===== config.mk =====
export PLATFORM = sky130hd
export DESIGN_NAME = dtc_ctrl
export DESIGN_NICKNAME = d
export VERILOG_FILES = /design/src/rtl/dtc_ctrl.sv
export SDC_FILE = /design/constraint.sdc
export NUM_CORES = 1
export LEC_CHECK = 0
export CORE_MARGIN = 10
export CORE_UTILIZATION = 62
export CTS_CLUSTER_DIAMETER = 100
export CTS_CLUSTER_SIZE = 16
export DETAILED_ROUTE_END_ITERATION = 8
export MAX_ROUTING_LAYER = met4
export PLACE_DENSITY_LB_ADDON = 0.08
export SYNTH_ARGS = -nofsm -noshare
export SYNTH_HDL_FRONTEND = slang
export SYNTH_SLANG_ARGS = --single-unit

===== constraint.sdc =====
create_clock -name CKR -period 9 [get_ports CKR]
set_clock_uncertainty 0.05 [all_clocks]
set_input_delay 2.25 -clock CKR [delete_from_list [all_inputs] [get_ports CKR]]
set_output_delay 2.25 -clock CKR [all_outputs]
set_load 0.02 [all_outputs]

===== src/rtl/dtc_ctrl.sv =====
// ---------------------------------------------------------------------------
// dtc_ctrl -- DTC control-word generator for a fractional-N PLL.
//
// A 16-bit phase accumulator integrates the fractional frequency control word
// once per reference cycle. The accumulator value (stage 1) is scaled by the
// DTC gain to form the DTC control word (stage 2). The accumulator carry-out
// travels with the word so the divider can swallow one CKV period in step
// with the DTC code it belongs to.
//
// Optional feature (macro DTC_LMS_EN):
//   undefined -> KDTC feeds the multiplier directly and PHE_SGN is ignored.
//   defined   -> a gain register starts at KDTC and is trimmed by +/-LMS_STEP
//                from the sign of the measured phase error.
//
// Parameters:
//   INIT_PHASE  accumulator value loaded when the FSM enters PRIME
//   LMS_STEP    gain trim step in LSBs (DTC_LMS_EN builds only)
//
// Ports:
//   CKR        in   reference clock, all logic on its rising edge
//   RST        in   synchronous active-high reset
//   EN         in   run enable; low forces IDLE
//   FCW_FRAC   in   [15:0] fractional FCW, units of 2^-16 CKV period
//   KDTC       in   [11:0] DTC gain, LSBs per full CKV period
//   PHE_SGN    in   phase error sign, 1 = late
//   DTCDCW     out  [11:0] DTC control word
//   CARRY      out  accumulator overflow aligned with DTCDCW
//   VLD        out  DTCDCW/CARRY valid
//   KDTC_EST   out  [11:0] gain actually applied
//   STATE_DBG  out  [1:0] FSM state (0 IDLE, 1 PRIME, 2 RUN)
// ---------------------------------------------------------------------------
module dtc_ctrl #(
    parameter logic [15:0] INIT_PHASE = 16'h0000,
    parameter int unsigned LMS_STEP   = 1
) (
    input  logic        CKR,
    input  logic        RST,
    input  logic        EN,
    input  logic [15:0] FCW_FRAC,
    input  logic [11:0] KDTC,
    input  logic        PHE_SGN,
    output logic [11:0] DTCDCW,
    output logic        CARRY,
    output logic        VLD,
    output logic [11:0] KDTC_EST,
    output logic [1:0]  STATE_DBG
);

    typedef enum logic [1:0] {
        S_IDLE  = 2'd0,
        S_PRIME = 2'd1,
        S_RUN   = 2'd2
    } state_t;

    localparam logic [11:0] STEP = 12'(LMS_STEP);

    state_t      state_q;
    logic [15:0] acc_q;        // stage 1: accumulator
    logic        carry_s1_q;   // stage 1: carry-out of the update that made acc_q
    logic [11:0] dcw_q;        // stage 2
    logic        carry_q;      // stage 2
    logic        vld_q;

    logic [16:0] acc_sum;
    logic [11:0] gain;
    logic [27:0] prod;

    assign acc_sum = {1'b0, acc_q} + {1'b0, FCW_FRAC};
    // 16x12 unsigned product; the top 12 bits never exceed 4095.
    assign prod    = {12'd0, acc_q} * {16'd0, gain};

    // Single FSM block. EN low behaves like reset for the datapath, so VLD
    // and DTCDCW drop in the same cycle the state reads IDLE. The PRIME cycle
    // already accumulates, which places the first valid word on the second
    // RUN cycle with two cycles from an FCW_FRAC change to its DTCDCW.
    always_ff @(posedge CKR) begin
        if (RST || !EN) begin
            state_q    <= S_IDLE;
            acc_q      <= 16'd0;
            carry_s1_q <= 1'b0;
            dcw_q      <= 12'd0;
            carry_q    <= 1'b0;
            vld_q      <= 1'b0;
        end else begin
            case (state_q)
                S_IDLE: begin
                    state_q    <= S_PRIME;
                    acc_q      <= INIT_PHASE;
                    carry_s1_q <= 1'b0;
                end
                S_PRIME, S_RUN: begin
                    state_q    <= S_RUN;
                    acc_q      <= acc_sum[15:0];
                    carry_s1_q <= acc_sum[16];
                    dcw_q      <= prod[27:16];
                    carry_q    <= carry_s1_q;
                    vld_q      <= (state_q == S_RUN);
                end
                default: begin
                    state_q <= S_IDLE;
                end
            endcase
        end
    end

`ifdef DTC_LMS_EN
    logic [11:0] gain_q;
    logic [11:0] gain_d;

    // Saturating trim toward the phase-error sign.
    always_comb begin
        gain_d = gain_q;
        if (PHE_SGN) begin
            if (gain_q > (12'd4095 - STEP)) gain_d = 12'd4095;
            else                            gain_d = gain_q + STEP;
        end else begin
            if (gain_q < STEP) gain_d = 12'd0;
            else               gain_d = gain_q - STEP;
        end
    end

    // The gain follows KDTC while idle, so it holds KDTC on PRIME entry.
    // Trimming is only done in the upper half of the phase range.
    always_ff @(posedge CKR) begin
        if (RST || state_q == S_IDLE) begin
            gain_q <= KDTC;
        end else if (EN && state_q == S_RUN && vld_q && acc_q[15]) begin
            gain_q <= gain_d;
        end
    end

    assign gain     = gain_q;
    assign KDTC_EST = gain_q;
`else
    logic [12:0] unused_cfg;
    assign unused_cfg = {PHE_SGN, STEP};

    assign gain     = KDTC;
    assign KDTC_EST = KDTC;
`endif

    assign DTCDCW    = dcw_q;
    assign CARRY     = carry_q;
    assign VLD       = vld_q;
    assign STATE_DBG = state_q;

endmodule

## After elaboration in Yosys (flattened, before gate mapping)

Index checks and enable logic that the tools add are counted.

| word-level totals | value |
|---|---|
| bits in registers | 33 |
| bits of input ports | 32 |
| logic and storage cells | 18 |

| operators by class | value |
|---|---|
| add/subtract/negate cells | 1 |
| $mul | 1 |
| eq/ne operators | 2 |
| multiplexer cells | 3 |
| reduce and logical (&&, ||, !) cells | 5 |

Operator list:

| kind | number |
|---|---|
| one-hot mux 16 bit (2 select lines) | 1 |
| multiplier 16 x 12 -> 28 bit | 1 |
| adder 16 x 16 -> 17 bit | 1 |
| one-hot mux 2 bit (2 select lines) | 1 |
| equality test 2 x 1 -> 1 bit (second input constant) | 1 |
| equality test 2 bit (second input constant) | 1 |
| logical NOT 2 bit | 1 |
| one-hot mux 1 bit (2 select lines) | 1 |
| nonzero test 2 bit | 1 |
| OR reduction 2 bit | 1 |
| logical NOT 1 bit | 1 |
| logical OR 1 bit | 1 |

## Longest topological paths before layout

| logic depth | value |
|---|---|
| depth after elaboration | 3 |
| gate-level depth with buffers | 21 |
| depth with buffers taken out | 20 |

## Least setup slack after synthesis

OpenSTA, ideal clock, no wires.

| timing | value |
|---|---|
| path kind | input-to-reg |
| from | in KDTC[6] |
| to | reg dcw_q[4] (netlist: DTCDCW[4]) |
| library setup time | 130 ps |
| arrival | 6,997 ps |
| data required time | 8,820 ps |
| slack | 1,823 ps |
| stages on the path | 18 |
| cells stage by stage | clkbuf_1 -> and2_1 -> fa_1 -> inv_1 -> fa_1 -> inv_1 -> fa_1 -> fa_1 -> inv_1 -> fa_1 -> inv_1 -> ha_1 -> a2111oi_0 -> a211oi_2 -> or3_1 -> a21oi_1 -> xor2_1 -> o22ai_1 |

| on the way | value |
|---|---|
| cells in the longest elaborated chain, start to end | 1 |

RTL lines:

| item | RTL line | source |
|---|---|---|
| from (decl) | 40 | `input logic [11:0] KDTC,` |
| multiplier 16 x 12 -> 28 bit | 70 | `assign prod = {12'd0, acc_q} * {16'd0, gain};` |
| to (signal assigned) | 95 | `dcw_q <= prod[27:16];` |
| to (decl) | 60 | `logic [11:0] dcw_q;` |

Every way passes these cells.
A chain may end at the register's enable or synchronous reset.

## Worst setup path in the final report

Ends and elaborated chain as after synthesis.

==> impl_results.md <==
- Post-route minimum period: between 8 and 9 ns
- First-pass GRT wire length: just over 30000 um
- I/O pin count: 60
- Crit Path Category: in -> reg
- Via density: between 5 and 6
- Fin area: 8490 sq um
- Fin. Hold Viols: 0
- Total power: 0.505 mW
- RSZ-0062 raised after global routing: false
- Drt pass-1 iters: 5
- Relative slew slack: 24.2%
- Final Max Tran Viols: 0
- Vias: roughly 6000
- Area contributors post-synth: fa_1, ha_1, inv_1
- Grt ovf: 0
- Final wirelength: about 18000 um
- CTS clk-pin slew, worst paths: around 0.050 ns
- WP buf/inv: 5
- Die Y: approximately 130 um
- Async set-or-reset flop fraction in the synthesized netlist: 0%
- CP cell instances: clkdlybuf4s50_1, buf_4, nand2_1, fa_1, fa_1, inv_1, fa_1, fa_1, inv_1, fa_1, inv_1, ha_1, a2111oi_0, a211oi_2, or3_1, a21oi_1, xor2_1, o22ai_1
- Max_cap viols: 0
- Worst Hold Class: reg -> reg
- Slowest cell on the critical path: clkdlybuf4s50_1
- YS warnings: 0
- Largest family of logic cells by synthesized area: adder cells
- Post-synth top area share: around 36%
- Nets: 1182
- Post-synthesis mux area share: less than 1%
- GP Congestion: a little under 0.9
- Post-synth EDFFs: 0
- CORE AREA: around 12000 sq um
- Syn Area/Cell: 8.53 sq um
- Antenna-violating nets left: 0
- Starting Density: a little under two thirds
- Post-CTS resize count: 0
- Worst slew pin tran: about 1.1 ns
- Final core occ: a little over two thirds
- Most used DFF post-synth: dfxtp_1
- P&R area growth vs syn: 10.1%
- Synth unique cells: between 50 and 60
- Xor and xnor area share after synthesis: under 10%
- Mapped Nets: 1157
- Die width: around 130 um
- CTS tree: yes
- Crit path max fanout: 13
- Post-Synthesis Cells: 904
- Buffers on Ports: 58
- Crit-path leading delay family: adder cells
- Post-synthesis compound-gate area fraction: under 10%
- WP data arrival: between 8 and 9 ns
- Status: complete, no violations
- Initial detailed-routing violation count: roughly 340
- Setup-failing EPs final: 0
- Post-DP HPWL: about 14000 um
- Max Freq: 125 MHz
- Worst-skew pair later-pin latency: 0.29 ns
- Share of cells above drive strength 1: 2.48%
- Peak per-stage delay on the critical path: ~0.85 ns
- Die ar.: roughly 17000 sq um
- Clock root cell: clkbuf_16
- #FFs+latches synth: 33
- Dpl cell area: 8340 sq um
- Layout Cells excl Fill: 1097
- Maximum number of pins on one net before global-route repair: 28
- H-Tree Depth: 2
- CTS Hold Bufs: 0
- Seq/Total Area, Yosys: under 10%
- CTS Sinks: 33
- Setup TNS: 0 ns
- Yosys top cell by area: fa_1
- Netlist Area Pre-Place: about 7700 sq um
- WP data required: approximately 9.1 ns
- P_leak: approximately 4.2 nW
- Vias in the first global route: ~6600
- Final period util: between 80% and 90%
- Post-DR wirelength/cell: 16.0 um
- # diodes: 0
- Cts bufs inserted: 5
- Clock buffer depth: 2
- Post-Synth Adder-Cell Area: 49.5%
- Number of remaining DRC errors: 0
- Worst vdd ir: 0.0621 mV
- Simple-gate share of the synthesized area: a little under a fifth
- Initial antenna violation count: 0
- Placed insts: 1090
- Setup crit end kind: register
- Setup Buffers After CTS: 0
- Setup crit start kind: primary input
- Gr usage total: ~22%
- Crit-path most repeated cell: fa_1
- Row Count: 40
- Pwr dens: around 59 nW/um^2
state kept, by name, summed over array words and instances (netlist names):
name,cells
STATE_DBG,2
DTCDCW,12
CARRY,1
carry_s1_q,1
acc_q,16
VLD,1
through the flow:
stage / hold WS [ns] / setup slack [ns]
floorplan: 0.423 / 1.82
global placement: 0.408 / 0.770
detailed placement: 0.412 / 0.714
CTS: 0.423 / 0.976
global route: 0.453 / 0.649
finish: 0.424 / 0.982
cell type report:
type	instances	area, sq um
multi-input cells	639	6130
inverters	183	687
repair buffers	67	648
clock buffers	6	139
clock inverters	1	7.51
well taps	168	210
fillers	1037	3630
flip-flops and latches	33	661
report_power, final:
group | total (mW) | switching (mW) | leakage (nW) | internal, mW
logic | 0.176 | 0.102 | 3.87 | 0.0737
registers | 0.158 | 0.00863 | 0.267 | 0.149
clock network | 0.172 | 0.0633 | 0.0690 | 0.108
total | 0.505 | 0.174 | 4.21 | 0.331
cell families after synthesis:
family                   Yosys count
AO/OA/AOI/OAI                    101
XOR/XNOR                          16
flip-flops                        33
AND/OR/NAND/NOR                  297
buffers and inverters            232
multiplexers                       4
adder cells (fa/ha/maj)          221
layer usage:
metal  global-route usage [%]  vias to the layer above  routed length [um]
met4                     7.48                        0                 446
met1                     24.6                     3065                7110
met3                     2.74                       29                 655
li1                         -                     2838                   -
met2                     39.3                      127                9390
met5                        -                        -                   0
worst paths after layout:
path / from / to / slack, ns / cells past startpoint
max: KDTC[6] / DTCDCW[4] / 0.98 / 18
min: DTCDCW[2] / DTCDCW[2] / 0.42 / 2
max reg2reg: acc_q[8] / DTCDCW[4] / 3.19 / 16
min reg2reg: DTCDCW[2] / DTCDCW[2] / 0.42 / 2
worst min-delay path: stages (launching register included):
cell and delay [ns]:
dfxtp_1 0.31, nand2b_1 0.07, a21oi_1 0.05
cell usage in the layout, fill, tap and decap left out, types with 4 or more instances in the layout:
cell type / instances
ha_1: 81
nor2b_1: 4
nand2b_1: 5
nor2_1: 28
nor3b_1: 4
clkbuf_16: 5
a21o_1: 13
and2_1: 67
nand3_1: 13
o21a_1: 4
dfxtp_1: 33
fa_1: 140
nand3b_1: 6
nand2_1: 144
o21ai_0: 17
xnor2_1: 10
nor3_1: 7
or3_1: 4
inv_1: 183
a21oi_1: 24
xor2_1: 6
nand4_1: 5
o31ai_1: 4
o211ai_1: 5
and3_1: 4
clkdlybuf4s50_1: 58
a22oi_1: 9
mux2i_1: 4
buf_4: 9
synth_stat cells (all sizes together), types with 2 or more instances:
cell and count:
nor4b 2, a221oi 3, nor2b 4, inv 183
o21ai 17, dfxtp 33, o22ai 2, a211oi 4
and2 67, and3 4, nand3b 6, fa 140
o31ai 5, nand3 13, o21a 4, a2111oi 2
buf 13, nand2 144, nor3 8, clkbuf 36
a22oi 9, a21boi 2, ha 81, nor2 28
or3 4, o211ai 5, a21oi 24, nand4 5
a41oi 2, xor2 6, xnor2 10, nor3b 4
nand2b 5, a21o 13, mux2i 4
(Power assumes the default switching activity.)
==> variant 1: new RTL, same flow settings <==
Register the output `KDTC_EST`, without a reset; this adds one clock of latency there. The other outputs are not delayed to match.
--- a/src/rtl/dtc_ctrl.sv
+++ b/src/rtl/dtc_ctrl.sv
@@ -138,3 +138,5 @@
     assign gain     = KDTC;
-    assign KDTC_EST = KDTC;
+    always_ff @(posedge CKR) begin
+        KDTC_EST <= KDTC;
+    end
 `endif
Check against the original RTL: not equivalent (a bounded check fails within 4 cycles, from zero or initial values).
==> variant 1 against the original RTL <==
Worst setup slack improved by 120 ps. Total power increased by 14%. Count of clock-buffer cells in the layout is 1 lower. Synthesized area is 2.1% higher. Sequential cell count grew 12. Via count is 1.1% higher. Final area grew 2.3%. Routed wire length rose by 3.7%.
==> variant 1: results (changes against the original RTL) <==
* P_sw at 193 µW (+11%)
* GP Congestion at 0.905 (+2.3%)
* Pin count of the biggest net entering global routing at 21 (-25%)
* First-pass GRT wire length at 30900 µm (-0.27%)
* Min-delay worst type: flop to flop
* Sequential power at 215 µW (+36%)
* Clk pwr at 184 µW (+7%)
* Share of post-route cells with drive strength above 1 at 0.0185 (-0.00630)
* CP max FO at 17 (+4)
* Via/cell ratio at 5.60 (+1.4%)
* Vias in the first global route at 6414 (-3.5%)
* Dpl cell area at 0.00854 mm² (+2.4%)
* Final nets at 1173 (-0.76%)
* Met1 WL at 7120 µm (+0.15%)
* Leak at 4.33 nW (+2.8%)
* Largest register FFs at 16 (unchanged)
* Internal cell power at 381 µW (+15%)
* Post-CTS setup buffer count at 0 (unchanged)
* Top FF cell, synth: dfxtp_1
* DP HPWL at 14400 µm (+2.1%)
* DR iter-0 viols at 355 (+4.7%)
* Pre-CTS setup slack at 776 ps (+61.2 ps)
* Rel. slew slack at 0.454 (+0.212)
* Syn_nets at 1143 (-1.2%)
* Synth unique cells at 54 (+3.8%)
* Synth top cells by count: 182 x inv_1, 140 x fa_1, 135 x nand2_1
* Most area-consuming cells after synthesis: fa_1 36%, ha_1 13%, dfxtp_1 11%
* Synth warn at 0 (unchanged)
* Post-Syn Instances at 890 (-1.5%)
* Post-synthesis sequential area ratio at 0.114 (+0.0288)
* CTS Buf Count at 5 (unchanged)
* Initial antenna violation count at 0 (unchanged)
* Crit path DAT at 8000 ps (-90 ps)
* Metal3 WL at 819 µm (+25%)
* Total Routing Usage GR at 0.219 (+0.000229)
* Post-cts sizing count at 0 (unchanged)
* Peak supply drop at 0.0000749 V (+21%)
* Finished Layout Cells at 1093 (-0.36%)
* Routed WL at 18300 µm (+3.7%)
* Met2 routed WL at 9790 µm (+4.3%)
* Synth async-reset ratio at 0 (unchanged)
* Status: finished, final reports clean
* Inst Count DP at 1085 (-0.46%)
==> variant 1: changes by cell type in the layout (fill, tap and decap cells not counted), sizes merged, moves of 4 or more <==
cell	before	now
a22o	0	9
buf	9	1
dfxtp	33	45
nand2	144	135
nand3	13	9
nor3	8	1
o21bai	1	10
o31ai	5	0
xnor2	10	17
==> variant 1: final cells by class <==
cell class,count,area [µm²]
clock buffers,5,125
inverters,183,687
multi-input cells,626,6140
repair buffers,59,588
fillers,1046,3830
flip-flops and latches,45,901
clock inverters,3,21.3
well taps,172,215
==> variant 1: worst paths after layout <==
kind                  start          to  slack [ps]  cells after the start
hold / removal    DTCDCW[8]   DTCDCW[8]         390                      2
setup reg to reg   acc_q[6]   DTCDCW[7]        3360                     18
setup / recovery    KDTC[7]  DTCDCW[10]        1100                     20
hold reg to reg   DTCDCW[8]   DTCDCW[8]         390                      2
==> variant 1: worst max-delay path, cell delays in order <==
cell	delay, ps
clkdlybuf4s50_1	820
and2_1	390
fa_1	510
inv_1	60
fa_1	520
inv_1	50
fa_1	500
fa_1	590
inv_1	70
fa_1	530
inv_1	40
ha_1	280
a21o_1	210
a21oi_1	150
o21bai_1	140
a221o_1	380
a41oi_1	210
xnor2_1	100
mux2i_1	140
nor2_1	50
==> variant 1: metal layers <==
layer,up-vias,global-route usage
met5,-,-
met4,0,0.0789
met3,38,0.0299
met2,191,0.389
met1,3087,0.247
li1,2807,-
==> variant 1: kinds of logic after synthesis <==
kind of cell,synth area share
flops,0.114
simple gates,0.163
xor+xnor,0.0278
compound gates,0.0989
buf+inv,0.105
fa+ha+maj,0.485
mux,0.00636
==> variant 2: new RTL, same flow settings <==
Without the edit above. Build with the macro `DTC_LMS_EN` defined.
--- a/src/rtl/dtc_ctrl.sv
+++ b/src/rtl/dtc_ctrl.sv
@@ -31,2 +31,4 @@
 // ---------------------------------------------------------------------------
+`define DTC_LMS_EN
+
 module dtc_ctrl #(
Formal check against the unedited RTL: not equivalent (a bounded check fails within 4 cycles, from zero or initial values).
==> variant 2 against the original RTL <==
First-iteration DRC count up 43%. Largest cell class unchanged. Routed wire length rose by 22%. Synthesized area is 14% higher. Fmax rose by 30%. Final area increased by 13%. Worst setup slack improved by 1900 ps. Clock power grew 9.9%. Sequential cell count increased by 12. Total power rose by 36%.
==> variant 2: results (changes against the original RTL) <==
* Post-Syn Area per Cell at 8.39 µm² (-1.7%)
* Pin count of the biggest net entering global routing at 28 (unchanged)
* FILL cells at 1193 (+15%)
* Leak at 4.63 nW (+10%)
* GP Congestion at 0.866 (-2.1%)
* Status: finished, final reports clean
* Max Cap Violations at 0 (unchanged)
* P_sw at 269 µW (+55%)
* Share of post-route cells with drive strength above 1 at 0.0188 (-0.00594)
* Post-CTS setup buffer count at 0 (unchanged)
* Clock Path Buffers at 2 (unchanged)
* Rel. slew slack at 0.378 (+0.136)
* Via count at 7295 (+20%)
* Final nets at 1319 (+12%)
* Vias in the first global route at 7690 (+16%)
* Top FF cell, synth: dfxtp_1
* IO Port Bufs at 59 (+1.7%)
* Synth top cells by count: 186 x inv_1, 174 x nand2_1, 140 x fa_1
* Crit path DAT at 6330 ps (-1760 ps)
* Total Routing Usage GR at 0.233 (+0.0145)
* Largest register FFs at 16 (unchanged)
* Antenna cells at 0 (unchanged)
* CTS clk-pin slew, worst paths at 70 ps (+20 ps)
* Pre-CTS setup slack at 2930 ps (+2220 ps)
* Post-synthesis sequential area ratio at 0.116 (+0.0305)
* Synth unique cells at 64 (+23%)
* Synth async-reset ratio at 0 (unchanged)
* Cts hold-fix bufs at 0 (unchanged)
* CP top delay family: adder cells
* Syn_nets at 1304 (+13%)
* Min-delay worst type: flop to flop
* First-pass GRT wire length at 36800 µm (+19%)
* Synth warn at 0 (unchanged)
* Post-cts sizing count at 0 (unchanged)
* Peak supply drop at 0.0000711 V (+14%)
* H-tree Lvls at 2 (unchanged)
* Initial antenna violation count at 0 (unchanged)
* Final setup fails at 0 (unchanged)
* CP max stage cell: edfxtp_1
* Top reg by flops: acc_q
* CTS Buf Count at 5 (unchanged)
* DP HPWL at 16700 µm (+18%)
* CTS root buf: clkbuf_16
* Number of flops mapped to enable cells by yosys at 12 (+12)
* Wire per inst at 17.3 µm (+8.0%)
* DR iter-0 viols at 486 (+43%)
* Drt pass-1 iters at 5 (unchanged)
* Most area-consuming cells after synthesis: fa_1 32%, ha_1 12%, inv_1 7.9%
* CP max FO at 24 (+11)
* Crit-path max cell delay at 950 ps (+100 ps)
* Dpl cell area at 0.00943 mm² (+13%)
* Skew-Pair Late Insertion Delay at 310 ps (+20 ps)
## variant 2: cell types whose count changed in the layout (fill, tap and decap cells not counted), sizes merged, moves of 6 or more
cell and change:
nand4 +6, xnor2 +9, nand3b -6, xor2 +6, nor2 +16, o21bai +8, a21oi +9, nor3 +6
a31oi +10, nand2 +30, edfxtp +12, o21ai +7
## variant 2: worst paths after layout
path / cells after the start / to / from / slack [ps]
worst max-delay path: 17 / DTCDCW[10] / KDTC_EST[8] / 2840
worst min-delay path: 2 / DTCDCW[5] / DTCDCW[5] / 410
worst max register to register: 17 / DTCDCW[10] / KDTC_EST[8] / 2840
worst min register to register: 2 / DTCDCW[5] / DTCDCW[5] / 410
## variant 2: through the flow
stage | total power [mW] | utilization | std cells
finish | 0.689 | 0.689 | 1243
detailed placement | 0.502 | 0.680 | 1236
global placement | 0.498 | 0.680 | 1236
global route | 0.730 | 0.689 | 1243
CTS | 0.691 | 0.689 | 1243
floorplan | 0.416 | - | 1048
## variant 2: area by class of cell
class                   count  share of cell area
clock inverters             1            0.000523
well taps                 180              0.0235
flip-flops and latches     45               0.107
repair buffers             64              0.0657
multi-input cells         761               0.717
clock buffers               6              0.0135
inverters                 186              0.0730
## variant 2: routing by layer
layer | vias to the layer above | track usage | share of wire
li1 | 3371 | - | -
met1 | 3632 | 0.284 | 0.40
met2 | 235 | 0.385 | 0.51
met3 | 57 | 0.0346 | 0.055
met4 | 0 | 0.0884 | 0.034
met5 | - | - | 0
## variant 2: power groups by stage
stage	Combinational (mW)	Clock, mW	Sequential (mW)
2_1_floorplan	0.176	0	0.240
3_3_place_gp	0.238	0	0.260
3_5_place_dp	0.241	0	0.261
4_1_cts	0.243	0.191	0.256
5_1_grt	0.272	0.197	0.261
6_report	0.241	0.189	0.258
## variant 2: worst register-to-register path: stages, from the launching register on
cell,delay (ps)
edfxtp_1,950
nand2_1,190
fa_1,490
fa_1,540
inv_1,50
fa_1,470
fa_1,550
inv_1,60
fa_1,520
inv_1,40
ha_1,390
nand2_1,160
nor3_2,390
o2111ai_1,240
a31oi_1,390
nor2_1,90
or4_1,420
o211ai_1,90
## variant 2: cell families after synthesis
family	count (synthesis)	synth area share
simple gates	351	0.189
buf+inv	242	0.103
fa+ha+maj	224	0.438
compound gates	148	0.114
flops	45	0.116
xor+xnor	31	0.0309
mux	7	0.00826
